## src/rtl/chunked_ripple_adder.sv

```systemverilog
// Purpose:      multi-cycle WIDTH-bit adder (a + b + c_in), CHUNK bits per cycle, ripple carry kept in a register.
// Latency:      result valid NCHUNK cycles after the accept edge; one op per NCHUNK+2 cycles at best.
// Backpressure: in_ready only in IDLE; the result is held in DONE until out_ready, and no new op is taken meanwhile.
//
// Ports:
//   clk, rst                 rising-edge clock, synchronous active-high reset
//   in_valid / in_ready      operand handshake; a, b, c_in are captured on accept
//   out_valid / out_ready    result handshake; s, c_out (and ovf) are registered and stable while out_valid is high
//   ovf                      signed overflow flag, present only when ADD_OVF_FLAG_EN is defined
//
// Build option: define ADD_OVF_FLAG_EN to add the ovf output and its logic.
module chunked_ripple_adder #(
    parameter int WIDTH = 16,
    parameter int CHUNK = 4
) (
    input  logic             clk,
    input  logic             rst,
    input  logic             in_valid,
    output logic             in_ready,
    input  logic [WIDTH-1:0] a,
    input  logic [WIDTH-1:0] b,
    input  logic             c_in,
    output logic             out_valid,
    input  logic             out_ready,
    output logic [WIDTH-1:0] s,
    output logic             c_out
`ifdef ADD_OVF_FLAG_EN
    ,
    output logic             ovf
`endif
);

    localparam int NCHUNK = WIDTH / CHUNK;
    localparam int IDX_W  = (NCHUNK > 1) ? $clog2(NCHUNK) : 1;
    localparam logic [IDX_W-1:0] LAST_IDX = IDX_W'(NCHUNK - 1);

    if ((WIDTH % CHUNK) != 0) begin : g_bad_cfg
        $error("chunked_ripple_adder: WIDTH (%0d) must be a multiple of CHUNK (%0d)", WIDTH, CHUNK);
    end

    typedef enum logic [1:0] {
        IDLE = 2'd0,
        RUN  = 2'd1,
        DONE = 2'd2
    } state_t;

    state_t           state_q, state_d;
    logic [WIDTH-1:0] a_q, a_d;
    logic [WIDTH-1:0] b_q, b_d;
    logic [WIDTH-1:0] s_q, s_d;
    logic             carry_q, carry_d;
    logic             c_out_q, c_out_d;
    logic [IDX_W-1:0] idx_q, idx_d;

    // One chunk of the ripple: the only carry chain is CHUNK bits long.
    logic [CHUNK-1:0] a_chunk;
    logic [CHUNK-1:0] b_chunk;
    logic [CHUNK:0]   chunk_sum;

    assign a_chunk   = a_q[int'(idx_q) * CHUNK +: CHUNK];
    assign b_chunk   = b_q[int'(idx_q) * CHUNK +: CHUNK];
    assign chunk_sum = {1'b0, a_chunk} + {1'b0, b_chunk} + {{CHUNK{1'b0}}, carry_q};

`ifdef ADD_OVF_FLAG_EN
    logic ovf_q, ovf_d;
`endif

    always_comb begin
        state_d = state_q;
        a_d     = a_q;
        b_d     = b_q;
        s_d     = s_q;
        carry_d = carry_q;
        c_out_d = c_out_q;
        idx_d   = idx_q;
`ifdef ADD_OVF_FLAG_EN
        ovf_d   = ovf_q;
`endif
        unique case (state_q)
            IDLE: begin
                if (in_valid) begin
                    a_d     = a;
                    b_d     = b;
                    carry_d = c_in;
                    idx_d   = '0;
                    s_d     = '0;
`ifdef ADD_OVF_FLAG_EN
                    ovf_d   = 1'b0;
`endif
                    state_d = RUN;
                end
            end
            RUN: begin
                s_d[int'(idx_q) * CHUNK +: CHUNK] = chunk_sum[CHUNK-1:0];
                carry_d = chunk_sum[CHUNK];
                if (idx_q == LAST_IDX) begin
                    idx_d   = '0;
                    c_out_d = chunk_sum[CHUNK];
`ifdef ADD_OVF_FLAG_EN
                    // The last chunk holds the sum MSB, so its top bit is the final sign.
                    ovf_d   = (a_q[WIDTH-1] == b_q[WIDTH-1]) && (chunk_sum[CHUNK-1] != a_q[WIDTH-1]);
`endif
                    state_d = DONE;
                end else begin
                    idx_d = idx_q + 1'b1;
                end
            end
            DONE: begin
                if (out_ready) begin
                    state_d = IDLE;
                end
            end
            default: begin
                state_d = IDLE;
            end
        endcase
    end

    always_ff @(posedge clk) begin
        if (rst) begin
            state_q <= IDLE;
            a_q     <= '0;
            b_q     <= '0;
            s_q     <= '0;
            carry_q <= 1'b0;
            c_out_q <= 1'b0;
            idx_q   <= '0;
`ifdef ADD_OVF_FLAG_EN
            ovf_q   <= 1'b0;
`endif
        end else begin
            state_q <= state_d;
            a_q     <= a_d;
            b_q     <= b_d;
            s_q     <= s_d;
            carry_q <= carry_d;
            c_out_q <= c_out_d;
            idx_q   <= idx_d;
`ifdef ADD_OVF_FLAG_EN
            ovf_q   <= ovf_d;
`endif
        end
    end

    assign in_ready  = (state_q == IDLE);
    assign out_valid = (state_q == DONE);
    assign s         = s_q;
    assign c_out     = c_out_q;
`ifdef ADD_OVF_FLAG_EN
    assign ovf       = ovf_q;
`endif

endmodule

```

## config.mk

```make
export PLATFORM = sky130hd
export DESIGN_NAME = chunked_ripple_adder
export DESIGN_NICKNAME = d
export VERILOG_FILES = /design/src/rtl/chunked_ripple_adder.sv
export SDC_FILE = /design/constraint.sdc
export NUM_CORES = 1
export LEC_CHECK = 0
export BUFFER_PORTS_ARGS = -buffer_cell sky130_fd_sc_hd__clkbuf_2
export CAP_MARGIN = 30
export CORE_UTILIZATION = 57
export CTS_CLUSTER_SIZE = 40
export DETAILED_ROUTE_END_ITERATION = 8
export MAX_ROUTING_LAYER = met4
export PLACE_DENSITY = 0.8
export SLEW_MARGIN = 25
export SYNTH_ARGS = -nofsm -noshare
export SYNTH_HDL_FRONTEND = slang
export SYNTH_SLANG_ARGS = --single-unit
```

## constraint.sdc

```tcl
create_clock -name clk -period 6.85 [get_ports clk]
set_input_delay 0.3425 -clock clk [delete_from_list [all_inputs] [get_ports clk]]
set_output_delay 0.3425 -clock clk [all_outputs]
set_load 0.03 [all_outputs]
```

* After elaboration in Yosys (flattened, before gate mapping) *
Cells that the tools add are included.

cells by class
  add/subtract/negate cells = 4
  $mul = 0
  divide/modulo/power cells = 0
  magnitude comparators = 0
  eq/ne operators = 6
  shift operators = 4
  mux-type cells = 12
  bitwise operators = 0
  reductions and logical operators = 6

operator list
  operator                 number
  $neg 4->33               1
  $shift 4x33->16 const A  1
  $shiftx 4x33->16         1
  $pmux 16 s2              1
  $shiftx 16x5->4          2
  $bwmux 16                1
  $mux 16                  1
  $mux 2                   5
  $pmux 2 s3               1
  $reduce_and 2->1         3
  $add 4x4->5              1
  $add 5x1->5              1
  $eq 2x2->1 const B       2
  $ne 2x2->1 const B       2
  $pmux 2 s2               1
  $reduce_and 3->1         1
  $add 2x1->2 const B      1
  $eq 2x1->1 const B       1
  $logic_not 2->1          1
  $ne 2x1->1 const B       1
  $pmux 1 s2               1
  $reduce_bool 2->1        1
  $mux 1                   1

storage, ports and cells
  bits in registers = 54
  latch bits = 0
  bits in writable memories = 0
  memory bits (read-only) = 0
  input port bits = 37
  output and inout port bits = 19
  logic and storage cells = 39
  memories = 0

* Depth between registers and ports, before layout *
Gate-level depths: netlist of the first run.

  depth in word-level cells = 6
  gate-level depth with buffers = 8
  gate-level depth less buffers = 7

* Worst setup path before layout of the first run *
No wires, ideal clock.

  path kind = register -> register
  from = reg idx_q[0]
  to = reg carry_q
  library setup time = 0.129 ns
  arrival time = 2.580 ns
  required time = 6.721 ns
  path slack = 4.141 ns
  stages on the path, launching flop included = 9
  buffers on the path = 1
  clock period less this slack = 2.709 ns
  cell sequence = dfxtp_1 buf_4 mux4_2 fa_1 fa_1 a21o_1 a21oi_1 nand2b_1 a31oi_1

between the ends
  word-level cells in the longest chain between the ends = 4
  elaborated cells on any way between the ends = 5
  classes of those cells = add/sub: 2; shift: 2; mux: 1

RTL lines
  element                                    RTL line  text
  from (decl)                                53        logic [IDX_W-1:0] idx_q, idx_d;
  from (signal assigned)                     138       idx_q <= idx_d;
  $shiftx 16x5->4, on equally long branches  60, 61
  $add 4x4->5 *                              62        assign chunk_sum = {1'b0, a_chunk} + {1'b0, b_chunk} + {{CHUNK{1'b0}}, carry_q};
  $add 5x1->5 *                              62
  $pmux 1 s2 *                               79        unique case (state_q)
  to (signal assigned)                       136       carry_q <= carry_d;
  to (decl)                                  51        logic carry_q, carry_d;

Mark *: on every way between the ends. The rest lies on a longest branch, timed or not.
A chain may end at the register's enable or synchronous reset.

* Worst setup path in the final report of the first run *
Same ends and word-level chain as after synthesis.

==> results of run 1 <==
[final cells by class]
type	instances	area share, %
multi-input combinational	189	43.4
tap	50	2.23
timing repair buffer	58	12.2
inverter	3	0.402
sequential	54	38.6
clock buffer	7	3.08
clock inverter	1	0.178
[registers in the layout (all words and copies together), names as in the netlist]
name     count
a_q         16
b_q         16
s           16
idx_q        2
state_q      2
c_out        1
carry_q      1
[cell families (layout without fill, tap and decap cells)]
logic type | count (synthesis) | count (layout) | share of synthesized area, %
multiplexers | 8 | 8 | 7.69
buffers and inverters | 20 | 69 | 3.97
XOR/XNOR | 1 | 1 | 0.366
flip-flops | 54 | 54 | 45.2
AO/OA/AOI/OAI | 63 | 63 | 16.3
adder cells (fa/ha/maj) | 9 | 9 | 5.33
AND/OR/NAND/NOR | 108 | 108 | 21.2
[synth_stat cells (2+ instances only)]
| master | count | area share [%] |
|---|---|---|
| nand2_1 | 71 | 11 |
| dfxtp_1 | 54 | 45 |
| a21oi_1 | 36 | 7.5 |
| nor2_1 | 18 | 2.8 |
| a22oi_1 | 13 | 4.1 |
| buf_2 | 7 | 1.5 |
| clkbuf_1 | 7 | 1.1 |
| ha_1 | 7 | 3.7 |
| mux4_2 | 7 | 6.6 |
| a21o_1 | 6 | 1.9 |
| a32oi_1 | 4 | 1.5 |
| nand3_1 | 4 | 0.84 |
| buf_4 | 3 | 0.94 |
| inv_1 | 3 | 0.47 |
| fa_1 | 2 | 1.7 |
| nand2b_1 | 2 | 0.52 |
| nand2b_4 | 2 | 1.2 |
[critical path, stage by stage, from the launching register on]
cell and delay [ns]:
dfxtp_1 0.90, mux4_2 0.62, fa_1 0.46, fa_1 0.41, a21o_1 0.17, a21oi_1 0.18
nand2b_1 0.12, a31oi_1 0.08
[final timing paths]
kind / endpoint / slack (ns) / depth (start not counted)
setup / recovery: carry_q$_SDFFE_PP0P_ / 3.79 / 7
hold / removal: a_q[13]$_SDFFE_PP0P_ / 0.24 / 3
setup reg to reg: carry_q$_SDFFE_PP0P_ / 3.79 / 7
hold reg to reg: a_q[1]$_SDFFE_PP0P_ / 0.46 / 2
[metrics by stage]
stage	std cells	power [mW]	worst slack [ns]	utilization (%)
global route	362	0.648	3.62	69.6
CTS	362	0.622	3.74	69.6
finish	362	0.621	3.79	69.6
floorplan	263	0.413	4.14	-
detailed placement	354	0.444	3.77	67.3
global placement	351	0.436	3.80	65.7
[metal layers]
| metal | global-route usage (%) | routed length, um |
|---|---|---|
| met1 | 32.9 | 2330 |
| met2 | 37.4 | 2310 |
| met3 | 4.62 | 236 |
| met4 | 15.7 | 152 |
| met5 | - | 0 |
[power by group through the flow]
stage / Clock [mW] / Sequential (mW) / Combinational (mW)
floorplan: 0 / 0.343 / 0.0693
global placement: 0 / 0.348 / 0.0888
detailed placement: 0 / 0.348 / 0.0960
CTS: 0.185 / 0.341 / 0.0967
global route: 0.199 / 0.343 / 0.107
finish: 0.183 / 0.341 / 0.0967
==> flow_summary.json, run 1 <==
{
  "drtAntennaViolNets": 0,
  "internal_power_uw": 453,
  "r2r-start": "idx_q[0]$_SDFFE_PP0P_",
  "drive_above_1_share_pct": 25.6,
  "grt_antenna_before_repair": 0,
  "gp_congestion": 0.774,
  "fin_crit_ns": 3.06,
  "synth_edf_count": 0,
  "syn_nets": 309,
  "combinationalPowerShare_pct": 15.6,
  "p_per_area_nw_per_um2": 221,
  "nFillCells": 327,
  "drt_wl_total_um": 5030,
  "grt_pass1_wl_um": 8140,
  "cts.path.max_buffers": 2,
  "num_antenna_cells": 0,
  "cp-startpoint": "idx_q[0]$_SDFFE_PP0P_",
  "pin_count": 56,
  "cts_tree": "yes",
  "initial_utilization_pct": 59.4,
  "vias_per_cell": 5.54,
  "path_class": "flip-flop to flip-flop",
  "status": "finished, final reports clean",
  "yosys_warnings": 0,
  "ys_async_sr_fraction_pct": 0,
  "p_sw_share_pct": 27.1,
  "layout.cells.most_common": "nand2_1",
  "routedWlPerCell_um": 13.9,
  "netlist_instances": 263,
  "grt_overflow": 0,
  "rsz0062_at_grt": "false",
  "path_max_fanout": 16,
  "ys.flop_type": "dfxtp_1",
  "ir_drop_uv": 152,
  "finalCritPeriodShare_pct": 44.6,
  "vias": 2004,
  "cts_resized": 0,
  "syn_area_um2": 2390,
  "cp.required_ns": 7.06,
  "rows": 23,
  "design_area_um2": 2800,
  "hold_class": "input pin to flip-flop",
  "regArea_um2": 1080,
  "track_usage_pct": 25.6,
  "fmax_ghz": 0.327,
  "hold_viol_final": 0,
  "finalSetupViolations": 0,
  "crit_path_end_kind": "flip-flop",
  "power_switching_uw": 168,
  "final_cell_mix": "71 x nand2_1, 55 x clkbuf_2, 54 x dfxtp_1",
  "finalNetCount": 357,
  "dr.first_iter.drc_count": 168,
  "ys_seq_area_share_pct": 45.2,
  "hold_buffers": 0,
  "hpwl_um": 3490,
  "slew_headroom_pct": 42.0,
  "start_kind": "flip-flop",
  "drc": 0,
  "die_w_um": 66.8,
  "placed_area_um2": 2710,
  "dieHeight_um": 66.8,
  "pwr-share-seq_pct": 54.9,
  "h-tree-depth": 2,
  "io_buffers": 55,
  "post-cts-setup-buffer-count": 0,
  "root_buffer": "clkbuf_8",
  "p_leak_nw": 1.22,
  "grt_pass1_vias": 1751,
  "hold_start": "a[13]",
  "skew_ns": 0.00831,
  "holdWs_ns": 0.237,
  "clock_sink_count": 54,
  "ys_ff_latch": 54,
  "drv_cap": 0,
  "multi_input_area_um2": 1220,
  "finalMaxSlewViolations": 0,
  "drtPass1Iterations": 4,
  "power.share.clock_pct": 29.5,
  "syn_to_final_growth_pct": 17.2,
  "cts_buffers": 5,
  "clock_latency_ns": 0.32,
  "fin_setup_tns_ns": 0,
  "grt_max_degree": 36,
  "dieArea_um2": 4460,
  "avgSynthCellArea_um2": 9.10,
  "clk_pin_slew_ns": 0.09,
  "core_area_um2": 4030,
  "worst_pin_slew_ns": 0.869,
  "worst_ep_arrival_time_ns": 3.27,
  "ys_types": 34
}
(Power assumes the default switching activity.)
==> inputs of run 2 (changes only) <==
- CORE_UTILIZATION: 57 -> 53
- PLACE_DENSITY: 0.8 -> 0.75
- clock period: 6.85 -> 2.82 ns (I/O delays scaled with it)
==> run 2 against run 1 <==
Compared with the run above:
- setup slack got worse by 3.5 ns
- first-iteration DRC count decreased by 8.3%
- cell area unchanged
- non-clock buffer count up 2
- sequential power grew 140%
- maximum frequency grew 20%
- utilization down 5.2 points
- combinational power up 140%
- via count is essentially flat
- critical path depth is the same
- sequential share of layout area is the same
- critical endpoint is now s[3]$_SDFFE_PP0P_
==> flow_summary.json, run 2 (synthesized netlist as in run 1, its figures left out) <==
{
  "gp_congestion": 0.831,
  "initial_utilization_pct": 54.9,
  "drive_above_1_share_pct": 26.1,
  "p_leak_nw": 1.22,
  "rsz0062_at_grt": "false",
  "h-tree-depth": 2,
  "hpwl_um": 3530,
  "routedWlPerCell_um": 13.3,
  "rows": 24,
  "dieHeight_um": 69.2,
  "slew_headroom_pct": 63.1,
  "vias": 2003,
  "skew_ns": 0.00897,
  "ir_drop_uv": 371,
  "hold_viol_final": 0,
  "clock_latency_ns": 0.31,
  "dieArea_um2": 4790,
  "path_class": "flip-flop to flip-flop",
  "p_per_area_nw_per_um2": 546,
  "dr.first_iter.drc_count": 154,
  "die_w_um": 69.2,
  "nFillCells": 372,
  "design_area_um2": 2800,
  "cp.required_ns": 3.02,
  "highest_layer": "met4",
  "finalNetCount": 359,
  "num_antenna_cells": 0,
  "drv_cap": 0,
  "dr_wl_met3_um": 274,
  "drtPass1Iterations": 4,
  "drtAntennaViolNets": 0,
  "cts_buffers": 5,
  "clk_pin_slew_ns": 0.09,
  "holdWs_ns": 0.0375,
  "met2_length_um": 2320,
  "cpPeakStageDelay_ns": 0.59,
  "fmax_ghz": 0.393,
  "hold_buffers": 0,
  "worst_pin_slew_ns": 0.553,
  "io_buffers": 55,
  "drt_wl_total_um": 4860,
  "fin_crit_ns": 2.55,
  "clock_sink_count": 54,
  "grt_pass1_wl_um": 8610,
  "grt_antenna_before_repair": 0,
  "drc": 0,
  "grt_max_degree": 37,
  "track_usage_pct": 22.8,
  "finalCritPeriodShare_pct": 90.3,
  "worst_ep_arrival_time_ns": 2.75,
  "cts_tree": "yes",
  "core_area_um2": 4350,
  "fin_setup_tns_ns": 0,
  "cp_slowest_cell": "mux4_2",
  "grt_pass1_vias": 1816,
  "cts_resized": 0,
  "pin_count": 56,
  "finalMaxSlewViolations": 0,
  "placed_area_um2": 2700,
  "worstPathCellList": "buf_4, mux4_2, ha_1, a211o_1, a21o_1, a32oi_1, nor2_1",
  "grt_overflow": 0,
  "vias_per_cell": 5.47,
  "hold_class": "input pin to flip-flop",
  "finalSetupViolations": 0,
  "wl_met1_um": 2210,
  "post-cts-setup-buffer-count": 0,
  "final_cell_mix": "71 x nand2_1, 55 x clkbuf_2, 54 x dfxtp_1",
  "status": "finished, final reports clean",
  "fin_total_pwr_mw": 1.53,
  "syn_to_final_growth_pct": 17.2,
  "root_buffer": "clkbuf_8",
  "cts.path.max_buffers": 2,
  "crit_path_end_kind": "flip-flop",
  "path_max_fanout": 13,
  "start_kind": "flip-flop",
  "layout.cells.most_common": "nand2_1"
}
## run 2: cell count changes in the layout (fill, tap and decap cells not counted), sizes merged
cell / previous run / this run
buf: 3 / 5
## run 2: stage by stage
| step | setup slack (ns) | instances | util [%] |
|---|---|---|---|
| after global routing | 0.0595 | 366 | 64.4 |
| final | 0.272 | 366 | 64.4 |
| after detailed placement | 0.289 | 358 | 62.0 |
| after global placement | 0.276 | 357 | 61.5 |
| after floorplan | 0.111 | 263 | - |
| after CTS | 0.251 | 366 | 64.4 |
## run 2: worst max-delay path, delay by kind of cell (launching register included)
family,cells,cell delay [ns]
and+or+nand+nor,1,0.05
AOI/OAI and AO/OA,3,0.76
DFF,1,0.44
adders and majority gates,1,0.31
muxes,1,0.59
buffers and inverters,1,0.28
## run 2: cell type report
type | instances | area, um^2 | area share [%]
Clock buffer | 7 | 96.3 | 3.44
Clock inverter | 1 | 8.76 | 0.312
Inverter | 3 | 11.3 | 0.402
Multi-Input combinational cell | 189 | 1220 | 43.4
Sequential cell | 54 | 1080 | 38.6
Tap cell | 52 | 65.1 | 2.32
Timing Repair Buffer | 60 | 325 | 11.6
## run 2: metal layers
metal | vias to the layer above | track usage (%)
li1 | 1007 | -
met1 | 924 | 31.2
met2 | 66 | 34.8
met3 | 6 | 4.80
met4 | 0 | 5.44
met5 | - | -
## run 2: path summary, 6_finish.rpt
| kind | startpoint | end | slack, ns | cells after the start |
|---|---|---|---|---|
| setup / recovery | idx_q[0]$_SDFFE_PP0P_ | s[3]$_SDFFE_PP0P_ | 0.27 | 7 |
| setup reg to reg | idx_q[0]$_SDFFE_PP0P_ | s[3]$_SDFFE_PP0P_ | 0.27 | 7 |
| hold / removal | a[9] | a_q[9]$_SDFFE_PP0P_ | 0.04 | 3 |
| hold reg to reg | b_q[6]$_SDFFE_PP0P_ | b_q[6]$_SDFFE_PP0P_ | 0.46 | 2 |
## run 2: power breakdown
part	total, mW	switching (mW)	leakage (nW)	internal [mW]
logic	0.236	0.135	0.724	0.101
clock network	0.473	0.248	0.0544	0.225
registers	0.821	0.0237	0.441	0.797
total	1.53	0.407	1.22	1.12
